--- config.mk ---
export PLATFORM = sky130hd
export DESIGN_NAME = dmem_arbiter
export DESIGN_NICKNAME = d
export VERILOG_FILES = /design/src/rtl/dmem_pkg.sv /design/src/rtl/arb2_grant.sv /design/src/rtl/dmem_arbiter.sv
export SDC_FILE = /design/constraint.sdc
export NUM_CORES = 1
export LEC_CHECK = 0
export ABC_AREA = 1
export CAP_MARGIN = 10
export CORE_ASPECT_RATIO = 1.2
export CORE_MARGIN = 3
export CORE_UTILIZATION = 30
export CTS_BUF_LIST = sky130_fd_sc_hd__clkbuf_8
export DETAILED_ROUTE_END_ITERATION = 7
export HOLD_SLACK_MARGIN = 0.1
export SETUP_SLACK_MARGIN = 0.4
export SLEW_MARGIN = 10
export SYNTH_ARGS = -nofsm -noshare
export SYNTH_HDL_FRONTEND = slang
export SYNTH_SLANG_ARGS = --single-unit
export TNS_END_PERCENT = 30
--- constraint.sdc ---
create_clock -name clk -period 5 [get_ports clk]
set_clock_uncertainty 0.15 [all_clocks]
set_input_delay 1.25 -clock clk [delete_from_list [all_inputs] [get_ports clk]]
set_output_delay 1.25 -clock clk [all_outputs]
set_load 0.01 [all_outputs]
--- src/rtl/dmem_pkg.sv ---
// dmem_pkg: shared access-mode encodings and the legality check used by the
// dmem arbiter. Build option DMEM_ARB_RR_EN is consumed by arb2_grant only.
//   MODE_*         dmem access modes (word, half/byte unsigned/signed, idle)
//   is_legal_mode  1 for the five encodings dmem understands
package dmem_pkg;

  localparam logic [2:0] MODE_W    = 3'b000;
  localparam logic [2:0] MODE_HU   = 3'b001;
  localparam logic [2:0] MODE_HS   = 3'b101;
  localparam logic [2:0] MODE_BU   = 3'b010;
  localparam logic [2:0] MODE_BS   = 3'b110;
  localparam logic [2:0] MODE_IDLE = 3'b111;

  function automatic logic is_legal_mode(input logic [2:0] mode);
    logic legal;
    case (mode)
      MODE_W, MODE_HU, MODE_HS, MODE_BU, MODE_BS: legal = 1'b1;
      default:                                    legal = 1'b0;
    endcase
    return legal;
  endfunction

endpackage

--- src/rtl/arb2_grant.sv ---
// arb2_grant: combinational two-way grant.
// Build option DMEM_ARB_RR_EN selects round-robin (rr_ptr register present);
// otherwise fixed priority m0 > m1.
//   clk     in   clock (only used for rr_ptr)
//   reset   in   synchronous active-high; forces no grant
//   i_req   in   [1:0] request per master
//   o_gnt   out  [1:0] one-hot-or-zero grant
module arb2_grant (
  input  logic       clk,
  input  logic       reset,
  input  logic [1:0] i_req,
  output logic [1:0] o_gnt
);

`ifdef DMEM_ARB_RR_EN
  // 0 = m0 wins a tie, 1 = m1 wins a tie
  logic r_rr_ptr;

  always_comb begin
    o_gnt = 2'b00;
    if (!reset) begin
      if (i_req == 2'b11) o_gnt = r_rr_ptr ? 2'b10 : 2'b01;
      else                o_gnt = i_req;
    end
  end

  // Point at the master that did not win this cycle.
  always_ff @(posedge clk) begin
    if (reset)       r_rr_ptr <= 1'b0;
    else if (|o_gnt) r_rr_ptr <= o_gnt[0];
  end
`else
  logic w_unused_clk;
  assign w_unused_clk = clk;

  always_comb begin
    o_gnt = 2'b00;
    if (!reset) begin
      o_gnt[0] = i_req[0];
      o_gnt[1] = i_req[1] & ~i_req[0];
    end
  end
`endif

endmodule

--- src/rtl/dmem_arbiter.sv ---
// dmem_arbiter: two-master req/gnt front end for the single-port dmem.
// Grant (cycle N) -> command register (N+1 drives dmem) -> response (N+2).
// Build option DMEM_ARB_RR_EN: round-robin instead of fixed m0 > m1 priority.
//   clk, reset                synchronous active-high reset
//   mN_req/we/mode/addr/wdata master N request (held until mN_gnt)
//   mN_gnt                    combinational accept
//   mN_rvalid/rdata/err       registered one-cycle response
//   dmem_a/wd/we/mode, dmem_rd memory interface (dmem writes on negedge)
module dmem_arbiter
  import dmem_pkg::*;
#(
  parameter int unsigned DEPTH = 32,
  parameter int unsigned AW    = 32
) (
  input  logic          clk,
  input  logic          reset,
  input  logic          m0_req,
  input  logic          m0_we,
  input  logic [2:0]    m0_mode,
  input  logic [AW-1:0] m0_addr,
  input  logic [31:0]   m0_wdata,
  output logic          m0_gnt,
  output logic          m0_rvalid,
  output logic [31:0]   m0_rdata,
  output logic          m0_err,
  input  logic          m1_req,
  input  logic          m1_we,
  input  logic [2:0]    m1_mode,
  input  logic [AW-1:0] m1_addr,
  input  logic [31:0]   m1_wdata,
  output logic          m1_gnt,
  output logic          m1_rvalid,
  output logic [31:0]   m1_rdata,
  output logic          m1_err,
  output logic [31:0]   dmem_a,
  output logic [31:0]   dmem_wd,
  output logic          dmem_we,
  output logic [2:0]    dmem_mode,
  input  logic [31:0]   dmem_rd
);

  logic [1:0]    w_gnt;
  logic          w_sel;
  logic          w_we;
  logic [2:0]    w_mode;
  logic [AW-1:0] w_addr;
  logic [31:0]   w_wdata;
  logic          w_err;

  arb2_grant u_arb (
    .clk   (clk),
    .reset (reset),
    .i_req ({m1_req, m0_req}),
    .o_gnt (w_gnt)
  );

  assign m0_gnt = w_gnt[0];
  assign m1_gnt = w_gnt[1];

  assign w_sel   = w_gnt[1];
  assign w_we    = w_sel ? m1_we    : m0_we;
  assign w_mode  = w_sel ? m1_mode  : m0_mode;
  assign w_addr  = w_sel ? m1_addr  : m0_addr;
  assign w_wdata = w_sel ? m1_wdata : m0_wdata;
  assign w_err   = ~is_legal_mode(w_mode) | (w_addr >= AW'(DEPTH));

  // Command stage
  logic          r_cmd_valid;
  logic          r_cmd_id;
  logic          r_cmd_we;
  logic [2:0]    r_cmd_mode;
  logic [AW-1:0] r_cmd_addr;
  logic [31:0]   r_cmd_wdata;
  logic          r_cmd_err;

  always_ff @(posedge clk) begin
    if (reset) begin
      r_cmd_valid <= 1'b0;
      r_cmd_id    <= 1'b0;
      r_cmd_we    <= 1'b0;
      r_cmd_mode  <= MODE_IDLE;
      r_cmd_addr  <= '0;
      r_cmd_wdata <= '0;
      r_cmd_err   <= 1'b0;
    end else begin
      r_cmd_valid <= |w_gnt;
      if (|w_gnt) begin
        r_cmd_id    <= w_sel;
        r_cmd_we    <= w_we;
        r_cmd_mode  <= w_mode;
        r_cmd_addr  <= w_addr;
        r_cmd_wdata <= w_wdata;
        r_cmd_err   <= w_err;
      end
    end
  end

  // dmem drive; errored commands keep the idle mode so dmem neither reads nor writes.
  always_comb begin
    dmem_a    = '0;
    dmem_wd   = '0;
    dmem_mode = MODE_IDLE;
    if (r_cmd_valid) begin
      dmem_a  = 32'(r_cmd_addr);
      dmem_wd = r_cmd_wdata;
      if (!r_cmd_err) dmem_mode = r_cmd_mode;
    end
  end

  // Gated by reset directly so a reset in the access cycle suppresses the negedge write.
  assign dmem_we = r_cmd_valid & r_cmd_we & ~r_cmd_err & ~reset;

  // Response stage
  logic [1:0]  r_rvalid;
  logic [31:0] r_rdata;
  logic        r_err;

  always_ff @(posedge clk) begin
    if (reset) begin
      r_rvalid <= 2'b00;
      r_rdata  <= '0;
      r_err    <= 1'b0;
    end else begin
      r_rvalid <= {r_cmd_valid & r_cmd_id, r_cmd_valid & ~r_cmd_id};
      r_rdata  <= (r_cmd_valid & ~r_cmd_we & ~r_cmd_err) ? dmem_rd : 32'h0;
      r_err    <= r_cmd_valid & r_cmd_err;
    end
  end

  assign m0_rvalid = r_rvalid[0];
  assign m1_rvalid = r_rvalid[1];
  assign m0_rdata  = r_rvalid[0] ? r_rdata : 32'h0;
  assign m1_rdata  = r_rvalid[1] ? r_rdata : 32'h0;
  assign m0_err    = r_rvalid[0] & r_err;
  assign m1_err    = r_rvalid[1] & r_err;

endmodule

==> run_results.csv, run 1 <==
group,metric,value,unit
global_routing,grt_pass1_vias,5627,
floorplanning,initial_core_util,31.12,%
global_routing,grt_util_all_layers,17.88,%
clock_tree,cts_tree,"done",
worst_setup_path,arrival,3.00,ns
final_layout,fill_cells,1989,
sta,fin_crit_sh,88.02,%
worst_setup_path,cp_common_cell,"clkdlybuf4s50_1",
synthesis,yosysTopAreaCellShare,36.84,%
synthesis,synth_seq_cells,106,
placement,placed_cells,1459,
final_layout,multiInputGateArea,2338,sq um
global_routing,antenna_found_initial,0,
clock_tree,clk_pin_slew,0.09,ns
synthesis,synthFlopType,"dfxtp_1",
pwr,power_density,207.8,nW/um^2
final_layout,area_growth_syn_to_layout,57.84,%
clock_tree,cts_max_level,3,
placement,gp_congestion,0.8109,
clock_tree,cts.sinks,106,
placement,placed_cell_area,8932,sq um
final_layout,instances_no_fill,1474,
pwr,p_total,1.889,mW
worst_setup_path,cp_cell_sequence,"clkdlybuf4s50_1 > inv_6 > nand2_1 > nor3_1 > clkdlybuf4s50_1",
routing,first_iter_violations,269,
routing,ant_nets,0,
clock_tree,clkLatencyLatePin,0.37,ns
synthesis,yosysWarningCount,0,
clock_tree,numCtsBuffers,9,
synthesis,syn_nets,1113,
final_layout,diodes,0,
routing,viasPerCell,4.169,
pwr,p_leak,5.120,nW
clock_tree,holdBufCountCts,0,
routing,dr.pass1.iters,4,
sta,final-hold-violation-count,0,
worst_setup_path,worstPathRequired,3.60,ns
worst_setup_path,critPathTopFamily,"buffers and inverters",
synthesis,synth.largest_area_cell,"dfxtp_1",
routing,drc_errors,0,
sta,setup_viol,0,
synthesis,synth-seq-area-share,36.84,%
synthesis,yosysUniqueCellTypes,26,
final_layout,fin_area,9092,sq um
clock_tree,cts_setup_buffers,0,
floorplanning,num_rows,54,
status,status,"complete, no violations",
placement,io_buffer_count,309,
final_layout,nets,1390,
final_layout,final_layout_size_suffix_gt1_share,4.173,%
pwr,ir_drop,0.1010,mV
floorplanning,die_w,132.5,microns
synthesis,synth_most_common_cell,"nand2_1",
routing,drt_wl_total,19530,microns
clock_tree,cts.path.max_buffers,2,
worst_setup_path,critPathBufInv,3,
routing,wl_per_cell,13.25,microns
worst_setup_path,worst_path_max_delay_cell,"clkdlybuf4s50_1",
synthesis,synthTopCellsByCount,"nand2_1 (309), inv_1 (239), dfxtp_1 (106), nor2_1 (75), o211ai_1 (53)",
placement,pre_cts_slack,0.5824,ns
sta,fmax,227.2,MHz
clock_tree,cts_resized,0,
global_routing,grt_overflow_total,0,
synthesis,syn_area,5761,sq um
worst_setup_path,slowest_delay,0.64,ns
synthesis,avgSynthCellArea,6.122,sq um
sta,tightest_slew,0.8436,ns
synthesis,netlist_instances,941,
worst_setup_path,startpoint_type,"input pin",
floorplanning,die_h,157.8,microns
worst_hold_path,hold_class,"reg -> reg",
synthesis,synth_area_leaders,"dfxtp_1 (37%), nand2_1 (20%), inv_1 (16%)",
global_routing,grt_max_degree,70,
clock_tree,clock-root-buffer,"clkbuf_8",
routing,vias,6145,
floorplanning,coreArea,18510,sq um
worst_setup_path,end_kind,"primary output",
worst_setup_path,worstSetupPathType,"in -> out",
sta,finalSetupTns,0,ns
floorplanning,io_pins,310,
global_routing,grt_first_pass_wirelength,29930,microns
worst_setup_path,path_max_fanout,5,
sta,maxSlewHeadroom,43.76,%
synthesis,synth-edff-count,0,
sta,slew_viol_final,0,
sta,rsz0062_at_grt,"false",
flow_run,max-cap-violations,0,
final_layout,utilization,49.11,%
sta,fin_crit,4.401,ns
sta,hold_slack,0.2678,ns
sta,fin_ws,0.5988,ns
placement,dp_hpwl,14870,microns
floorplanning,die_area,20910,sq um
final_layout,regArea,2123,sq um
synthesis,synth-async-reset-ratio,0,%
==> kinds of logic (layout without fill, tap and decap cells) <==
logic type / count (synthesis) / count (layout) / synth area share, %
buffers and inverters: 312 / 593 / 22.57
DFF: 106 / 106 / 36.84
and+or+nand+nor: 444 / 444 / 31.32
AOI/OAI and AO/OA: 79 / 79 / 9.275
==> layout by cell type, fill, tap and decap left out, types with 2 or more instances in the layout <==
cell and instances:
inv_1 241, nor2_8 2, nor2_4 2, buf_4 12, o21ai_1 7, nand2_1 309
nor2_1 75, inv_6 2, nand4_1 3, clkinvlp_4 2, dfxtp_1 105, a21oi_1 3
clkbuf_8 9, o21ai_0 14, o211ai_1 53, nand3_1 49, inv_2 16, clkdlybuf4s50_1 309
==> final timing paths <==
check | startpoint | end | slack, ns | cells past startpoint
worst max-delay path | reset | dmem_we | 0.60 | 5
worst min-delay path | r_cmd_id | r_rvalid[0] | 0.27 | 1
worst max register to register | r_cmd_valid | r_rdata[24] | 2.66 | 4
worst min register to register | r_cmd_id | r_rvalid[0] | 0.27 | 1
==> routing by layer <==
metal	track usage [%]	share of wire, %
met1	20.91	41
met2	32.79	51
met3	4.355	6.8
met4	4.752	1.3
met5	0	0
==> flip-flops by register name, summed over array words and instances, names as in the netlist <==
register     cells
r_cmd_addr      32
r_cmd_wdata     32
r_cmd_we         1
r_cmd_err        1
r_err            1
r_rdata         32
r_cmd_mode       3
r_cmd_id         1
r_rvalid         2
r_cmd_valid      1
==> report_power, final <==
group	leakage (nW)	switching (mW)	internal (mW)	total, mW
Clock	0.0841	0.300	0.176	0.476
Sequential	0.875	0.0391	0.905	0.944
Combinational	4.16	0.217	0.252	0.469
==> worst reg2reg max path: cells and delay by family, from the launching register on <==
kind	cells	cell delay, ns
and+or+nand+nor	2	0.52
DFF	1	0.89
buffers and inverters	2	0.74
==> final cells by class <==
class | count | share of cell area [%]
Multi-Input combinational cell | 523 | 25.72
Sequential cell | 106 | 23.35
Clock buffer | 9 | 1.362
Inverter | 257 | 10.69
Timing Repair Buffer | 321 | 35.01
Clock inverter | 6 | 0.3991
Tap cell | 252 | 3.468
No activity file was read; power rests on OpenSTA's default activity.
==> run 2, diff against run 1 <==
--- a/config.mk
+++ b/config.mk
@@ -8,10 +8,11 @@
 export ABC_AREA = 1
 export CAP_MARGIN = 10
 export CORE_ASPECT_RATIO = 1.2
-export CORE_MARGIN = 3
 export CORE_UTILIZATION = 30
 export CTS_BUF_LIST = sky130_fd_sc_hd__clkbuf_8
+export CTS_CLUSTER_SIZE = 24
 export DETAILED_ROUTE_END_ITERATION = 7
+export GPL_TIMING_DRIVEN = 0
 export HOLD_SLACK_MARGIN = 0.1
 export SETUP_SLACK_MARGIN = 0.4
 export SLEW_MARGIN = 10
==> run_results.csv, run 2 (synthesized netlist as in run 1, its figures left out) <==
group,metric,value,unit
clock_tree,holdBufCountCts,0,
sta,fmax,223.0,MHz
worst_setup_path,worst-path-stages,6,
clock_tree,cts_resized,0,
clock_tree,clock-root-buffer,"clkbuf_8",
routing,drt_wl_total,20200,microns
routing,drc_errors,0,
worst_setup_path,critPathBufInv,4,
global_routing,grt_first_pass_wirelength,30930,microns
worst_setup_path,ff2ff_path_depth,4,
routing,viasPerCell,4.164,
placement,dp_hpwl,16190,microns
worst_setup_path,cp_common_cell,"clkdlybuf4s50_1",
floorplanning,die_w,128.5,microns
worst_hold_path,min-delay-start,"r_cmd_id",
routing,vias,6333,
sta,fin_crit,4.484,ns
routing,first_iter_violations,318,
routing,wl_per_cell,13.28,microns
floorplanning,die_area,19760,sq um
final_layout,fill_cells,2033,
routing,ant_nets,0,
final_layout,final_layout_size_suffix_gt1_share,5.455,%
final_layout,final_cell_mix,"nand2_1 (309), clkdlybuf4s50_1 (308), inv_1 (239)",
worst_hold_path,hold_depth,1,
sta,maxSlewHeadroom,62.28,%
final_layout,utilization,49.71,%
worst_setup_path,worstSetupPathType,"in -> out",
worst_setup_path,arrival,3.08,ns
clock_tree,cts.path.max_buffers,2,
pwr,ir_drop,0.1078,mV
worst_setup_path,critPathTopFamily,"buffers and inverters",
sta,rsz0062_at_grt,"false",
global_routing,antenna_found_initial,0,
final_layout,nets,1432,
pwr,p_total,2.018,mW
global_routing,grt_overflow_total,0,
clock_tree,cts_max_level,3,
sta,tightest_slew,0.5658,ns
final_layout,diodes,0,
worst_hold_path,hold_class,"reg -> reg",
clock_tree,numCtsBuffers,9,
worst_hold_path,hold_end,"r_rvalid[0]",
global_routing,grt_max_degree,19,
worst_setup_path,cp_cell_sequence,"clkdlybuf4s50_1 > nand2_2 > nor2_4 > buf_6 > buf_2 > clkdlybuf4s50_1",
global_routing,grt_util_all_layers,20.54,%
clock_tree,cts_tree,"done",
worst_setup_path,r2r_start,"r_cmd_valid",
sta,setup_viol,0,
floorplanning,io_pins,310,
status,status,"complete, no violations",
flow_run,max-cap-violations,0,
pwr,power_density,215.3,nW/um^2
global_routing,grt_pass1_vias,5689,
placement,io_buffer_count,308,
worst_setup_path,worst_path_max_delay_cell,"clkdlybuf4s50_1",
floorplanning,initial_core_util,30.55,%
sta,slew_viol_final,0,
final_layout,area_growth_syn_to_layout,62.71,%
worst_setup_path,startpoint_type,"input pin",
floorplanning,coreArea,18860,sq um
floorplanning,num_rows,55,
sta,finalSetupTns,0,ns
worst_setup_path,r2r_slack,3.33,ns
final_layout,layout_commonest_cell,"nand2_1",
sta,fin_crit_sh,89.67,%
worst_setup_path,slowest_delay,0.61,ns
sta,final-hold-violation-count,0,
worst_setup_path,path_max_fanout,10,
clock_tree,cts.sinks,106,
clock_tree,clk_pin_slew,0.10,ns
pwr,p_leak,5.250,nW
worst_setup_path,end_kind,"primary output",
floorplanning,die_h,153.8,microns
final_layout,top_regs,"r_cmd_addr: 32 flops, r_cmd_wdata: 32 flops, r_rdata: 32 flops",
worst_setup_path,r2r_end,"r_rvalid[0]",
placement,gp_congestion,0.8658,
routing,dr.pass1.iters,6,
worst_setup_path,worstPathRequired,3.60,ns
clock_tree,clkLatencyLatePin,0.39,ns
clock_tree,cts_setup_buffers,0,
==> run 2: cell count changes in the layout (fill, tap and decap cells not counted), sizes merged <==
cell | previous run | this run
clkbuf | 9 | 34
buf | 12 | 31
bufinv | 0 | 1
clkdlybuf4s50 | 309 | 308
clkinvlp | 2 | 1
==> run 2: power breakdown <==
group	internal [mW]	switching (mW)	total, mW
clock network	0.252	0.328	0.580
logic	0.265	0.237	0.502
registers	0.905	0.0310	0.936
total	1.42	0.596	2.02
==> run 2: area by class of cell <==
cell class	count	area, sq um	area share (%)
buffer	55	327.8	3.498
clock buffer	10	137.6	1.468
clock inverter	6	71.32	0.7609
inverter	257	972.2	10.37
multi-input combinational	523	2338	24.95
sequential	106	2122	22.64
tap	256	320.3	3.417
timing repair buffer	308	3083	32.89
==> run 2: worst max-delay path by stage <==
| stage | startpoint | endpoint | slack, ns |
|---|---|---|---|
| final | m1_req | m1_gnt | 0.52 |
| after global routing | m1_req | m1_gnt | 0.43 |
| after CTS | m1_req | m1_gnt | 0.52 |
| after detailed placement | m1_req | m1_gnt | 0.52 |
| after global placement | m1_req | m1_gnt | 0.55 |
| after floorplan | reset | dmem_we | 1.48 |
==> run 2: metrics by stage <==
step | area [sq um] | cells | hold WS (ns) | worst slack [ns]
2_1_floorplan | 5761 | 941 | 0.2425 | 1.482
3_3_place_gp | 9164 | 1505 | 0.2740 | 0.5472
3_5_place_dp | 9164 | 1505 | 0.2633 | 0.5192
4_1_cts | 9373 | 1521 | 0.2802 | 0.5213
5_1_grt | 9373 | 1521 | 0.3064 | 0.4294
6_report | 9373 | 1521 | 0.2777 | 0.5164
==> run 2: metal layers <==
| metal | track usage (%) | vias up | wire length (microns) |
|---|---|---|---|
| met5 | 0 | - | 0 |
| met2 | 36.55 | 193 | 10130 |
| met4 | 7.451 | 0 | 417 |
| li1 | - | 3363 | - |
| met3 | 3.305 | 21 | 1044 |
| met1 | 24.57 | 2756 | 8607 |
==> run 2: worst reg2reg max path: stages, from the launching register on <==
cell and delay (ns):
dfxtp_1 0.32, clkbuf_1 0.36, clkbuf_1 0.47, nand2_1 0.20
nor2_1 0.12
==> run 3, diff against run 2 <==
==> constraint.sdc (replaced) <==
create_clock -name clk -period 5.2 [get_ports clk]
set_clock_uncertainty 0.15 [all_clocks]
set_input_delay 1.3 -clock clk [delete_from_list [all_inputs] [get_ports clk]]
set_output_delay 1.3 -clock clk [all_outputs]
set_load 0.01 [all_outputs]
==> results of run 3 <==
The final DEF is identical to that of run 2. Status: complete, no violations.
Among the figures that moved: setup slack after placement 0.5192 ns -> 0.6192 ns; setup slack after layout 0.5164 ns -> 0.6164 ns; register-to-register setup slack 3.33 ns -> 3.53 ns; total power 2.018 mW -> 1.941 mW; worst IR drop on VDD 0.1078 mV -> 0.1037 mV
